--- src/rtl/pipe_add.sv ---
// Pipelined WIDTH-bit add/subtract; the carry chain is split into STAGES chunks, one chunk per stage.
// Latency: a beat accepted on edge n shows out_valid after edge n+STAGES-1; throughput is one beat per cycle.
// Backpressure: combinational ready chain; bubbles collapse, and in_ready falls only when every stage holds a beat.
module pipe_add #(
    parameter int WIDTH  = 32,
    parameter int STAGES = 4
) (
    input  logic             clk,
    input  logic             rst_n,
    input  logic             in_valid,
    output logic             in_ready,
    input  logic [WIDTH-1:0] in0,
    input  logic [WIDTH-1:0] in1,
    input  logic             carry_in,
    input  logic             sub,
    output logic             out_valid,
    input  logic             out_ready,
    output logic [WIDTH-1:0] sum,
    output logic             carry_out,
    output logic             overflow
);

    localparam int CHUNK = WIDTH / STAGES;

    if (STAGES < 1 || STAGES > WIDTH || (WIDTH % STAGES) != 0) begin : g_bad_params
        $error("pipe_add: WIDTH must be a multiple of STAGES and STAGES must lie in 1..WIDTH");
    end

    // Subtraction is folded into the operand: A - B == A + ~B + 1, so carry_in is overridden.
    logic [WIDTH-1:0] b_eff;
    logic             c0;
    assign b_eff = sub ? ~in1 : in1;
    assign c0    = sub | carry_in;

    logic [STAGES:0]   rdy;
    logic [STAGES-1:0] v;

    // Stage k may load when any stage at or after it is empty, or the consumer drains the output.
    // Written directly from v rather than from rdy[k+1] so the chain is not a self-referencing vector.
    always_comb begin
        rdy         = '0;
        rdy[STAGES] = out_ready;
        for (int k = 0; k < STAGES; k++) begin
            rdy[k] = out_ready;
            for (int j = k; j < STAGES; j++) begin
                if (!v[j]) begin
                    rdy[k] = 1'b1;
                end
            end
        end
    end

    assign in_ready = rdy[0];

    for (genvar k = 0; k < STAGES; k++) begin : g_stage
        // Operand bits not yet consumed when entering stage k.
        localparam int SW = WIDTH - k * CHUNK;

        logic [SW-1:0]          src_a;
        logic [SW-1:0]          src_b;
        logic                   src_c;
        logic                   src_v;
        logic [CHUNK:0]         add;
        logic [(k+1)*CHUNK-1:0] psum_nxt;
        logic [(k+1)*CHUNK-1:0] psum;
        logic                   carry;
        logic                   vld;

        if (k == 0) begin : g_first
            assign src_a    = in0;
            assign src_b    = b_eff;
            assign src_c    = c0;
            assign src_v    = in_valid;
            assign psum_nxt = add[CHUNK-1:0];
        end else begin : g_next
            assign src_a    = g_stage[k-1].g_mid.a_hi;
            assign src_b    = g_stage[k-1].g_mid.b_hi;
            assign src_c    = g_stage[k-1].carry;
            assign src_v    = g_stage[k-1].vld;
            assign psum_nxt = {add[CHUNK-1:0], g_stage[k-1].psum};
        end

        assign add = {1'b0, src_a[CHUNK-1:0]} + {1'b0, src_b[CHUNK-1:0]} + {{CHUNK{1'b0}}, src_c};
        assign v[k] = vld;

        // Valid advances whenever the stage may load; data only moves with a real beat.
        always_ff @(posedge clk or negedge rst_n) begin
            if (!rst_n) begin
                vld   <= 1'b0;
                psum  <= '0;
                carry <= 1'b0;
            end else if (rdy[k]) begin
                vld <= src_v;
                if (src_v) begin
                    psum  <= psum_nxt;
                    carry <= add[CHUNK];
                end
            end
        end

        if (k < STAGES - 1) begin : g_mid
            logic [SW-CHUNK-1:0] a_hi;
            logic [SW-CHUNK-1:0] b_hi;

            // Carry the still-unprocessed upper operand chunks (including both MSBs) forward.
            always_ff @(posedge clk or negedge rst_n) begin
                if (!rst_n) begin
                    a_hi <= '0;
                    b_hi <= '0;
                end else if (rdy[k] && src_v) begin
                    a_hi <= src_a[SW-1:CHUNK];
                    b_hi <= src_b[SW-1:CHUNK];
                end
            end
        end else begin : g_last
            logic ovf;

            // The top chunk holds both operand MSBs, so signed overflow is resolved here.
            always_ff @(posedge clk or negedge rst_n) begin
                if (!rst_n) begin
                    ovf <= 1'b0;
                end else if (rdy[k] && src_v) begin
                    ovf <= (src_a[SW-1] == src_b[SW-1]) && (add[CHUNK-1] != src_a[SW-1]);
                end
            end
        end
    end

    assign out_valid = v[STAGES-1];
    assign sum       = g_stage[STAGES-1].psum;
    assign carry_out = g_stage[STAGES-1].carry;
    assign overflow  = g_stage[STAGES-1].g_last.ovf;

endmodule

--- config.mk ---
export PLATFORM = sky130hd
export DESIGN_NAME = pipe_add
export DESIGN_NICKNAME = d
export VERILOG_FILES = /design/src/rtl/pipe_add.sv
export SDC_FILE = /design/constraint.sdc
export NUM_CORES = 1
export LEC_CHECK = 0
export ABC_AREA = 0
export CAP_MARGIN = 15
export CELL_PAD_IN_SITES_DETAIL_PLACEMENT = 0
export CELL_PAD_IN_SITES_GLOBAL_PLACEMENT = 1
export CORE_MARGIN = 2
export CORE_UTILIZATION = 47
export DETAILED_ROUTE_END_ITERATION = 8
export PLACE_DENSITY_LB_ADDON = 0.1
export SETUP_SLACK_MARGIN = 0.5
export SLEW_MARGIN = 25
export SYNTH_ARGS = -nofsm -noshare
export SYNTH_HDL_FRONTEND = slang
export SYNTH_SLANG_ARGS = --single-unit
--- constraint.sdc ---
create_clock -name clk -period 4.8 [get_ports clk]
set_input_delay 0.72 -clock clk [delete_from_list [all_inputs] [get_ports clk]]
set_output_delay 0.72 -clock clk [all_outputs]
set_load 0.01 [all_outputs]
==> Word-level counts from Yosys, hierarchy flattened <==
Index checks and enable logic that the tools add are counted.
{ "op_classes": {"add_sub_neg": 8, "n_eq_ne": 2, "n_mux": 11, "bitwise_logic": 2, "n_reduce_logical": 9} }
{ "op_table": {"columns": ["op", "n"], "rows": [
  ["adder 8 x 8 -> 9 bit", 4],
  ["adder 9 x 1 -> 9 bit", 4],
  ["2-to-1 mux 32 bit", 1],
  ["inverter 32 bit", 1],
  ["2-to-1 mux 1 bit", 10],
  ["AND reduction 2 bit", 4],
  ["logical AND 1 bit", 5],
  ["== test 1 bit", 1],
  ["inequality test 1 bit", 1],
  ["bitwise OR 1 bit", 1]
]} }
{ "word_totals": {"regBits": 185, "out_inout_bits": 36, "wordCells": 51} }

==> Logic depth before layout (Yosys ltp) <==
Gate-level depths: netlist of run 1.
{ "depth": {"depth_word": 5, "depth_mapped": 10, "depth_no_buf": 8} }

==> Worst setup path after synthesis of run 1 <==
Ideal clock, no wire load.
{ "synth_path": {"kind": "input -> register", "start": "in sub", "end": "reg g_stage[0].psum[6]", "arrival_ps": 2663, "required_time_ps": 4666, "path_slack_ps": 2002, "stages": 10, "path_cell_list": "clkbuf_1 buf_2 or2_2 fa_1 inv_1 fa_1 nor2b_1 o31a_1 o2111ai_1 o211ai_1"} }
{ "synth_via": {"elab_chain_len": 3, "elab_cells_between_ends": 4, "classes_between": "add/sub (2); mux (1); bitwise (1)"} }
{ "synth_lines": {"columns": ["item", "line_no", "text"], "rows": [
  ["start: declaration", "15", "input logic sub,"],
  ["2-to-1 mux 32 bit", "32", "assign b_eff = sub ? ~in1 : in1;"],
  ["adder 8 x 8 -> 9 bit", "83", "assign add = {1'b0, src_a[CHUNK-1:0]} + {1'b0, src_b[CHUNK-1:0]} + {{CHUNK{1'b0}}, src_c};"],
  ["adder 9 x 1 -> 9 bit *", "83", null],
  ["end signal: assignment", "95", "psum <= psum_nxt;"],
  ["end: declaration", "65", "logic [(k+1)*CHUNK-1:0] psum;"]
]} }
Every way passes the cells marked *; elsewhere a longest branch is shown, timed or not.
A chain may end at the register's enable or synchronous reset.

==> Worst setup path after layout of run 1 <==
{ "layout_path": {"start": "in out_ready", "end": "out in_ready"} }
{ "layout_via": {"elab_chain_len": 4} }
{ "layout_lines": {"columns": ["item", "line_no", "text"], "rows": [
  ["start: declaration", "17", "input logic out_ready,"],
  ["2-to-1 mux 1 bit (4 in series)", "46", "if (!v[j]) begin"],
  ["end: declaration", "11", "output logic in_ready,"]
]} }
No other way between the ends.

==> results of run 1 <==
[cell families after synthesis]
| kind of cell | synth area share (%) |
|---|---|
| AOI/OAI and AO/OA | 10.7 |
| xor gates and xnor gates | 3.73 |
| adders and majority gates | 5.87 |
| buffers and inverters | 3.15 |
| DFF | 53.3 |
| muxes | 4.28 |
| and+or+nand+nor | 19.0 |
[metrics by stage]
stage / cell area, sq um / total power [mW] / instances
4_1_cts: 10600 / 5.69 / 1226
2_1_floorplan: 8690 / 3.45 / 893
5_1_grt: 10600 / 6.03 / 1227
3_5_place_dp: 9940 / 4.21 / 1195
3_3_place_gp: 9920 / 4.14 / 1194
6_report: 10600 / 5.63 / 1227
[worst min-delay path by stage]
stage	startpoint	end	slack, ns	cells past startpoint
2_1_floorplan	rst_n	carry_out	0.42	0
3_3_place_gp	g_stage[2].psum[12]	sum[12]	0.44	2
3_5_place_dp	g_stage[0].g_mid.b_hi[11]	g_stage[1].g_mid.b_hi[3]	0.45	2
5_1_grt	rst_n	g_stage[0].g_mid.a_hi[21]	0.22	1
4_1_cts	g_stage[0].psum[3]	g_stage[1].psum[3]	0.46	2
6_report	rst_n	g_stage[0].g_mid.a_hi[21]	0.20	1
[area by class of cell]
type | count | area (sq um)
clock buffer | 19 | 453
clock inverter | 12 | 164
fill | 1608 | 7430
inverter | 20 | 75.1
multi-input combinational | 648 | 3820
sequential | 185 | 4630
tap | 229 | 287
timing repair buffer | 114 | 1170
[Yosys cell counts (2+ instances only)]
master    number
buf_4          5
o21a_1         6
nand3_1        7
inv_1         20
xor2_1        10
a21boi_0       2
nor3_1         9
a21o_1         5
ha_1          28
nor2_1        17
nor2b_1        5
or2_2          6
clkbuf_1      10
buf_2         24
dfrtp_1      185
nand4_1        9
o21ai_1        3
nand2b_1       4
nand2_1      340
or3_1          2
o21ai_0       46
fa_1           8
xnor2_1       27
o31ai_1        9
a21oi_1       15
o2111a_1       2
o311a_1        5
a2111o_1       8
o31a_1         4
o21bai_1       3
o211ai_1       9
a211oi_1      12
a31oi_1        2
mux2_2        33
[registers in the layout, summed over array words and instances, names as in the netlist]
name                cells
g_stage.vld             3
g_stage.g_mid.b_hi     48
overflow                1
sum                    32
carry_out               1
g_stage.g_mid.a_hi     48
out_valid               1
g_stage.carry           3
g_stage.psum           48
[metal layers]
metal | global-route usage [%] | share of wire (%)
met4 | 6.05 | 1.2
met5 | 0 | 0
met1 | 30.6 | 48
met2 | 32.9 | 46
met3 | 3.25 | 4.1
[worst max-delay path, cell delays in order]
cell and delay, ns:
clkdlybuf4s50_1 0.55, and4b_1 0.46, nand2_1 0.13, clkdlybuf4s50_1 0.51
[report_power, final]
| part | switching (mW) | leakage, nW | internal (mW) | total [mW] |
|---|---|---|---|---|
| sequential | 0.320 | 2.29 | 2.06 | 2.38 |
| clock | 0.609 | 0.301 | 0.853 | 1.46 |
| combinational | 0.914 | 2.46 | 0.881 | 1.79 |
==> metrics.cfg, run 1 <==
[status]
status=complete, no violations

[clock_tree]
root_buffer=clkbuf_16
cts.clk_slew.worst_paths_ns=0.07
htreeDepth=4
clockBufferDepth=2
post_cts_buffers=0
cts_sinks=185
clock_latency_ns=0.43
ctsResizeCount=0
cts_tree=built
cts-buffers-inserted=17
holdBufCountCts=0

[synth]
yosysSeqAreaShare_pct=53.3
synthCells=893
synth-main-ff-cell=dfrtp_1
netlist_area_sq_mm=0.00869
syn_avg_cell_area_sq_um=9.73
synth_edf_count=0
ys_ff_latch=185
synthArstFlopShare_pct=100
yosysTopAreaCellShare_pct=53.3
synth_nets=999
synth.distinct_cells=47
yosysTopAreaCell=dfrtp_1
yosysWarnings=0
synth_area_leaders=dfrtp_1 (53%), nand2_1 (15%), mux2_2 (4.3%), ha_1 (4.0%), xnor2_1 (2.7%)

[placed_design]
io_buffers=105
gp_congestion=0.829
hpwl_microns=13500
dp_slack_ns=1.73

[route]
dr_total_vias=6448
wl_per_cell_microns=15.8
viasPerCell=5.26
routed_wl_microns=19400
route.detailed.drc=0
first_iter_violations=288
drtPass1Iterations=5
ant_nets=0

[layout]
drive_gt1_share_pct=9.02
antenna_cells=0
nets=1092
syn2layout_area_growth_pct=21.9
layout_common_cells=nand2_1 (339), dfrtp_1 (185), clkdlybuf4s50_1 (103)
fin_util_pct=58.8
final_common_cell=nand2_1

[sta]
fin_crit_ns=3.10
whs_ns=0.204
maxSlewHeadroom_pct=44.7
finalSetupViolCount=0
finalCritPeriodShare_pct=64.6
fin_worst_skew_ns=0.00785
rsz0062_at_grt=false
worst_pin_slew_ns=0.830
slew_viol_final=0
hold_viol=0
worst_slack_ns=1.70
timing.fmax_mhz=322
tns_ns=0

[floorplanning]
pin_count=106
chipWidth_microns=140
die_area_sq_mm=0.0196
initial_utilization_pct=48.2
die_height_microns=140
core_sq_mm=0.0180
rows=49

[worst_setup_path]
worstPathArrival_ns=2.38
critPathKind=input port to primary output
crit_end=in_ready
cp_max_fo=5
critPathLaunch=out_ready
r2r-end=carry_out
crit_path_end_kind=primary output
r2r-start=g_stage[2].carry
reg2reg_slack_ns=2.36
start_kind=input port
required_ns=4.08
r2r_cells=6

[min_path]
hp-class=input port to asynchronous set/reset pin

[global_routing]
overflow=0
grt_pass1_wl_microns=33000
grt_pass1_vias=6514
grt_usage_pct=21.0
grt_max_degree=119
antenna_found_initial=0

[pwr]
leakage_nw=5.04
power_density_mw_per_mm2=532
ir_drop_uv=317

[run]
cap_violations=0

Note: power is estimated with default switching activity, not from simulation.
==> inputs of run 2 (changes only) <==
- CORE_UTILIZATION: 47 -> 39
- clock period: 4.8 -> 2.5 ns (I/O delays scaled with it)
==> metrics.cfg, run 2 (synthesis gave the netlist of run 1 again) <==
[sta]
worst_slack_ns=0.359
finalCritPeriodShare_pct=85.7
rsz0062_at_grt=true
timing.fmax_mhz=467
slew_viol_final=0
maxSlewHeadroom_pct=62.9
fin_worst_skew_ns=0.00745
finalSetupViolCount=0
hold_viol=0
fin_crit_ns=2.14
tns_ns=0
worst_pin_slew_ns=0.556

[clock_tree]
htreeDepth=4
clockBufferDepth=2
root_buffer=clkbuf_16
cts.clk_slew.worst_paths_ns=0.07
cts-buffers-inserted=17
cts_tree=built
clock_latency_ns=0.42
cts_sinks=185

[worst_setup_path]
cp_max_fo=3
start_kind=flop
crit_path_end_kind=flop
critPathKind=flop to flop
required_ns=2.81
worstPathArrival_ns=2.45

[layout]
fillers=2085
top_regs=g_stage.g_mid.a_hi: 48 flops, g_stage.g_mid.b_hi: 48 flops, g_stage.psum: 48 flops
regArea_sq_mm=0.00463
fin_util_pct=50.4
syn2layout_area_growth_pct=26.5
multiInputGateArea_sq_mm=0.00394
drive_gt1_share_pct=13.7
antenna_cells=0
final_common_cell=nand2_1
nets=1117
layout_common_cells=nand2_1 (340), dfrtp_1 (183), clkdlybuf4s50_1 (100)

[global_routing]
overflow=0
grt_pass1_wl_microns=32900
antenna_found_initial=0
grt_max_degree=58
grt_usage_pct=17.4
grt_pass1_vias=6372

[route]
ant_nets=0
viasPerCell=4.84
route.detailed.drc=0
routed_wl_microns=19600
wl_per_cell_microns=15.0
drtPass1Iterations=4
dr_total_vias=6308
first_iter_violations=243

[min_path]
hp-class=flop to flop

[run]
cap_violations=0

[placed_design]
gp_congestion=0.811
io_buffers=105
dp_slack_ns=-0.00976
hpwl_microns=14100

[floorplanning]
pin_count=106
initial_utilization_pct=39.8
chipWidth_microns=153
rows=54
core_sq_mm=0.0218
die_height_microns=153
die_area_sq_mm=0.0235

[status]
status=complete, no violations

[pwr]
power_density_mw_per_mm2=1000
ir_drop_uv=367
leakage_nw=5.19

==> run 2: cell count changes in the layout (fill, tap and decap cells not counted), moves of 4 or more <==
cell,change
a211oi_1,-6
a211oi_2,+5
buf_12,+7
buf_4,+19
clkinvlp_4,+4
fa_1,-8
fa_2,+8
inv_6,-4
o21ai_0,-5
==> run 2: routing by layer <==
| metal | up-vias | GRT usage [%] | share of wire, % |
|---|---|---|---|
| met4 | 0 | 4.10 | 0.90 |
| met2 | 89 | 26.3 | 44 |
| met3 | 12 | 3.37 | 3.3 |
| met5 | - | 0 | 0 |
| met1 | 2979 | 26.0 | 52 |
| li1 | 3228 | - | - |
==> run 2: worst paths after layout <==
check                                     startpoint                        end  slack [ns]  cells after the start
max in group asynchronous                      rst_n             g_stage[1].vld        1.34                      3
min                        g_stage[0].g_mid.b_hi[22]  g_stage[1].g_mid.b_hi[14]        0.46                      2
min reg2reg                g_stage[0].g_mid.b_hi[22]  g_stage[1].g_mid.b_hi[14]        0.46                      2
min in group asynchronous                      rst_n  g_stage[0].g_mid.a_hi[20]        0.50                      2
max reg2reg                         g_stage[1].carry           g_stage[2].carry        0.36                      6
max                                 g_stage[1].carry           g_stage[2].carry        0.36                      6
==> run 2: repair_timing <==
action	in CTS	in global routing
setup endpoints to repair	14	17
resized for setup	15	12
pin swaps	12	21
endpoints found under the hold margin	54	0
buffers inserted	6	4
hold buffers	1	0
gates cloned	0	0
==> run 2: layout make-up <==
cell class	instances	share of cell area [%]
Sequential cell	185	42.1
Clock buffer	19	4.03
Timing Repair Buffer	139	12.8
Multi-Input combinational cell	648	35.8
Tap cell	280	3.19
Clock inverter	12	1.38
Inverter	20	0.683
==> run 2: critical path: stages (launching register included) <==
cell	delay, ns
dfrtp_1	0.41
fa_2	0.45
fa_2	0.41
a21oi_4	0.17
o21ai_2	0.09
o311a_1	0.33
o21a_1	0.19
==> run 2: power by group <==
group / switching, mW / internal, mW / total (mW)
clock network: 1.14 / 1.59 / 2.73
logic: 1.88 / 1.90 / 3.79
registers: 0.572 / 3.95 / 4.52
==> run 2: metrics by stage <==
stage	total power [mW]	instances	hold slack, ns	cell area [sq um]
3_3_place_gp	8.14	1261	0.392	10200
5_1_grt	11.8	1303	0.462	11000
6_report	11.0	1303	0.465	11000
4_1_cts	11.1	1299	0.458	10900
3_5_place_dp	8.17	1261	0.387	10200
2_1_floorplan	6.67	893	0.0794	8760
==> inputs of run 3 (changes only) <==
- GPL_TIMING_DRIVEN: not set -> 0
==> metrics.cfg, run 3 (synthesis gave the netlist of run 1 again) <==
[status]
status=complete, no violations

[route]
ant_nets=0
first_iter_violations=308
wl_per_cell_microns=15.6
dr_total_vias=6379
viasPerCell=4.82
routed_wl_microns=20600
route.detailed.drc=0
drtPass1Iterations=4

[pwr]
power_density_mw_per_mm2=995
share_comb_of_total_power_pct=34.4
swShare_pct=33.7
leakage_nw=5.22
clkPwrFrac_pct=24.0
intPower_mw=7.25
power_frac_seq_pct=41.7
ir_drop_uv=468
switchingPower_mw=3.68

[min_path]
hp-start=sub
worstHoldEndpoint=g_stage[0].g_mid.b_hi[1]
hp-class=input port to flop
hold_path_depth=3

[global_routing]
grt_max_degree=82
overflow=0
grt_pass1_vias=6338
grt_usage_pct=18.1
antenna_found_initial=0
grt_pass1_wl_microns=33600

[floorplanning]
rows=54
core_sq_mm=0.0218
pin_count=106
chipWidth_microns=153
die_height_microns=153
die_area_sq_mm=0.0235
initial_utilization_pct=39.8

[worst_setup_path]
r2r-end=g_stage[2].carry
cp_max_fo=2
worstPathArrival_ns=2.44
r2r-start=g_stage[1].g_mid.a_hi[0]
path_buf_inv=0
required_ns=2.82
critPathKind=flop to flop
start_kind=flop
path_depth=6
crit_chain=fa_2 -> fa_2 -> a21oi_2 -> o21ai_2 -> o311a_1 -> o21a_1
crit_path_end_kind=flop
r2r_cells=6
cp_top_family=adder cells
crit_path_frequent_cell=fa_2
max_stage_delay_ns=0.43
slowest_stage=fa_2
reg2reg_slack_ns=0.37

[run]
cap_violations=0

[sta]
tns_ns=0
finalCritPeriodShare_pct=85.0
hold_viol=0
worst_pin_slew_ns=0.598
timing.fmax_mhz=470
slew_viol_final=0
rsz0062_at_grt=true
finalSetupViolCount=0
maxSlewHeadroom_pct=60.1
fin_crit_ns=2.13
fin_worst_skew_ns=0.0147

[layout]
drive_gt1_share_pct=14.1
top_regs=g_stage.g_mid.a_hi: 48 flops, g_stage.g_mid.b_hi: 48 flops, g_stage.psum: 48 flops
fillers=2126
syn2layout_area_growth_pct=26.3
antenna_cells=0
final_common_cell=nand2_1
layout_common_cells=nand2_1 (340), dfrtp_1 (185), clkdlybuf4s50_1 (100)
fin_util_pct=50.3
nets=1136

[placed_design]
hpwl_microns=15200
gp_congestion=0.837
io_buffers=104

[clock_tree]
cts_tree=built
cts-buffers-inserted=17
cts_sinks=185
htreeDepth=4
clockBufferDepth=2
cts.clk_slew.worst_paths_ns=0.07
clock_latency_ns=0.43
root_buffer=clkbuf_16

==> run 3: worst max path at each step <==
stage,from,end,slack [ns]
floorplan,sub,g_stage[0].psum[6],0.20
CTS,g_stage[2].g_mid.b_hi[0],carry_out,0.33
finish,g_stage[1].g_mid.a_hi[0],g_stage[2].carry,0.37
global placement,rst_n,g_stage[0].g_mid.a_hi[10],-7.01
detailed placement,carry_in,g_stage[0].psum[6],-0.07
global route,g_stage[2].carry,sum[30],0.31
==> run 3: worst reg2reg max path: cells and delay by family, from the launching register on <==
family | cells | cell delay (ns)
adder cells (fa/ha/maj) | 2 | 0.81
AO/OA/AOI/OAI | 4 | 0.79
flip-flops | 1 | 0.40
==> run 3: cell type report <==
class | instances | area, sq um | area share (%)
buffer | 40 | 240 | 2.19
clock buffer | 19 | 443 | 4.04
clock inverter | 13 | 120 | 1.09
inverter | 20 | 75.1 | 0.684
multi-input combinational | 648 | 3920 | 35.7
sequential | 185 | 4630 | 42.2
tap | 280 | 350 | 3.19
timing repair buffer | 118 | 1200 | 10.9
==> run 3: timing repair <==
item                                   CTS  global route
hold buffers                             1             0
endpoints found under the hold margin   32             0
pin swaps                               13            31
setup buffers                            8             3
resized for setup                       13            22
setup endpoints to repair               17            30
==> run 3: power groups by stage <==
stage | combinational, mW | clock, mW | sequential [mW]
global placement | 3.49 | 0 | 4.61
detailed placement | 3.53 | 0 | 4.62
global route | 4.20 | 2.82 | 4.69
CTS | 3.69 | 2.68 | 4.56
finish | 3.76 | 2.62 | 4.55
floorplan | 2.13 | 0 | 4.54
==> run 3: stage by stage <==
| stage | cell area (sq um) | worst slack, ns | hold slack [ns] | total power, mW | instances |
|---|---|---|---|---|---|
| floorplan | 8760 | 0.204 | 0.0794 | 6.67 | 893 |
| global placement | 10100 | -7.01 | 0.444 | 8.10 | 1277 |
| finish | 11000 | 0.374 | 0.273 | 10.9 | 1323 |
| CTS | 10900 | 0.335 | 0.267 | 10.9 | 1320 |
| detailed placement | 10200 | -0.0654 | 0.258 | 8.15 | 1279 |
| global route | 11000 | 0.315 | 0.271 | 11.7 | 1323 |
==> run 3: routing by layer <==
metal	GRT usage, %	up-vias	wire length (microns)
met2	27.8	113	9240
met4	4.28	0	171
met3	3.26	13	803
li1	-	3264	-
met1	26.6	2989	10400
met5	0	-	0
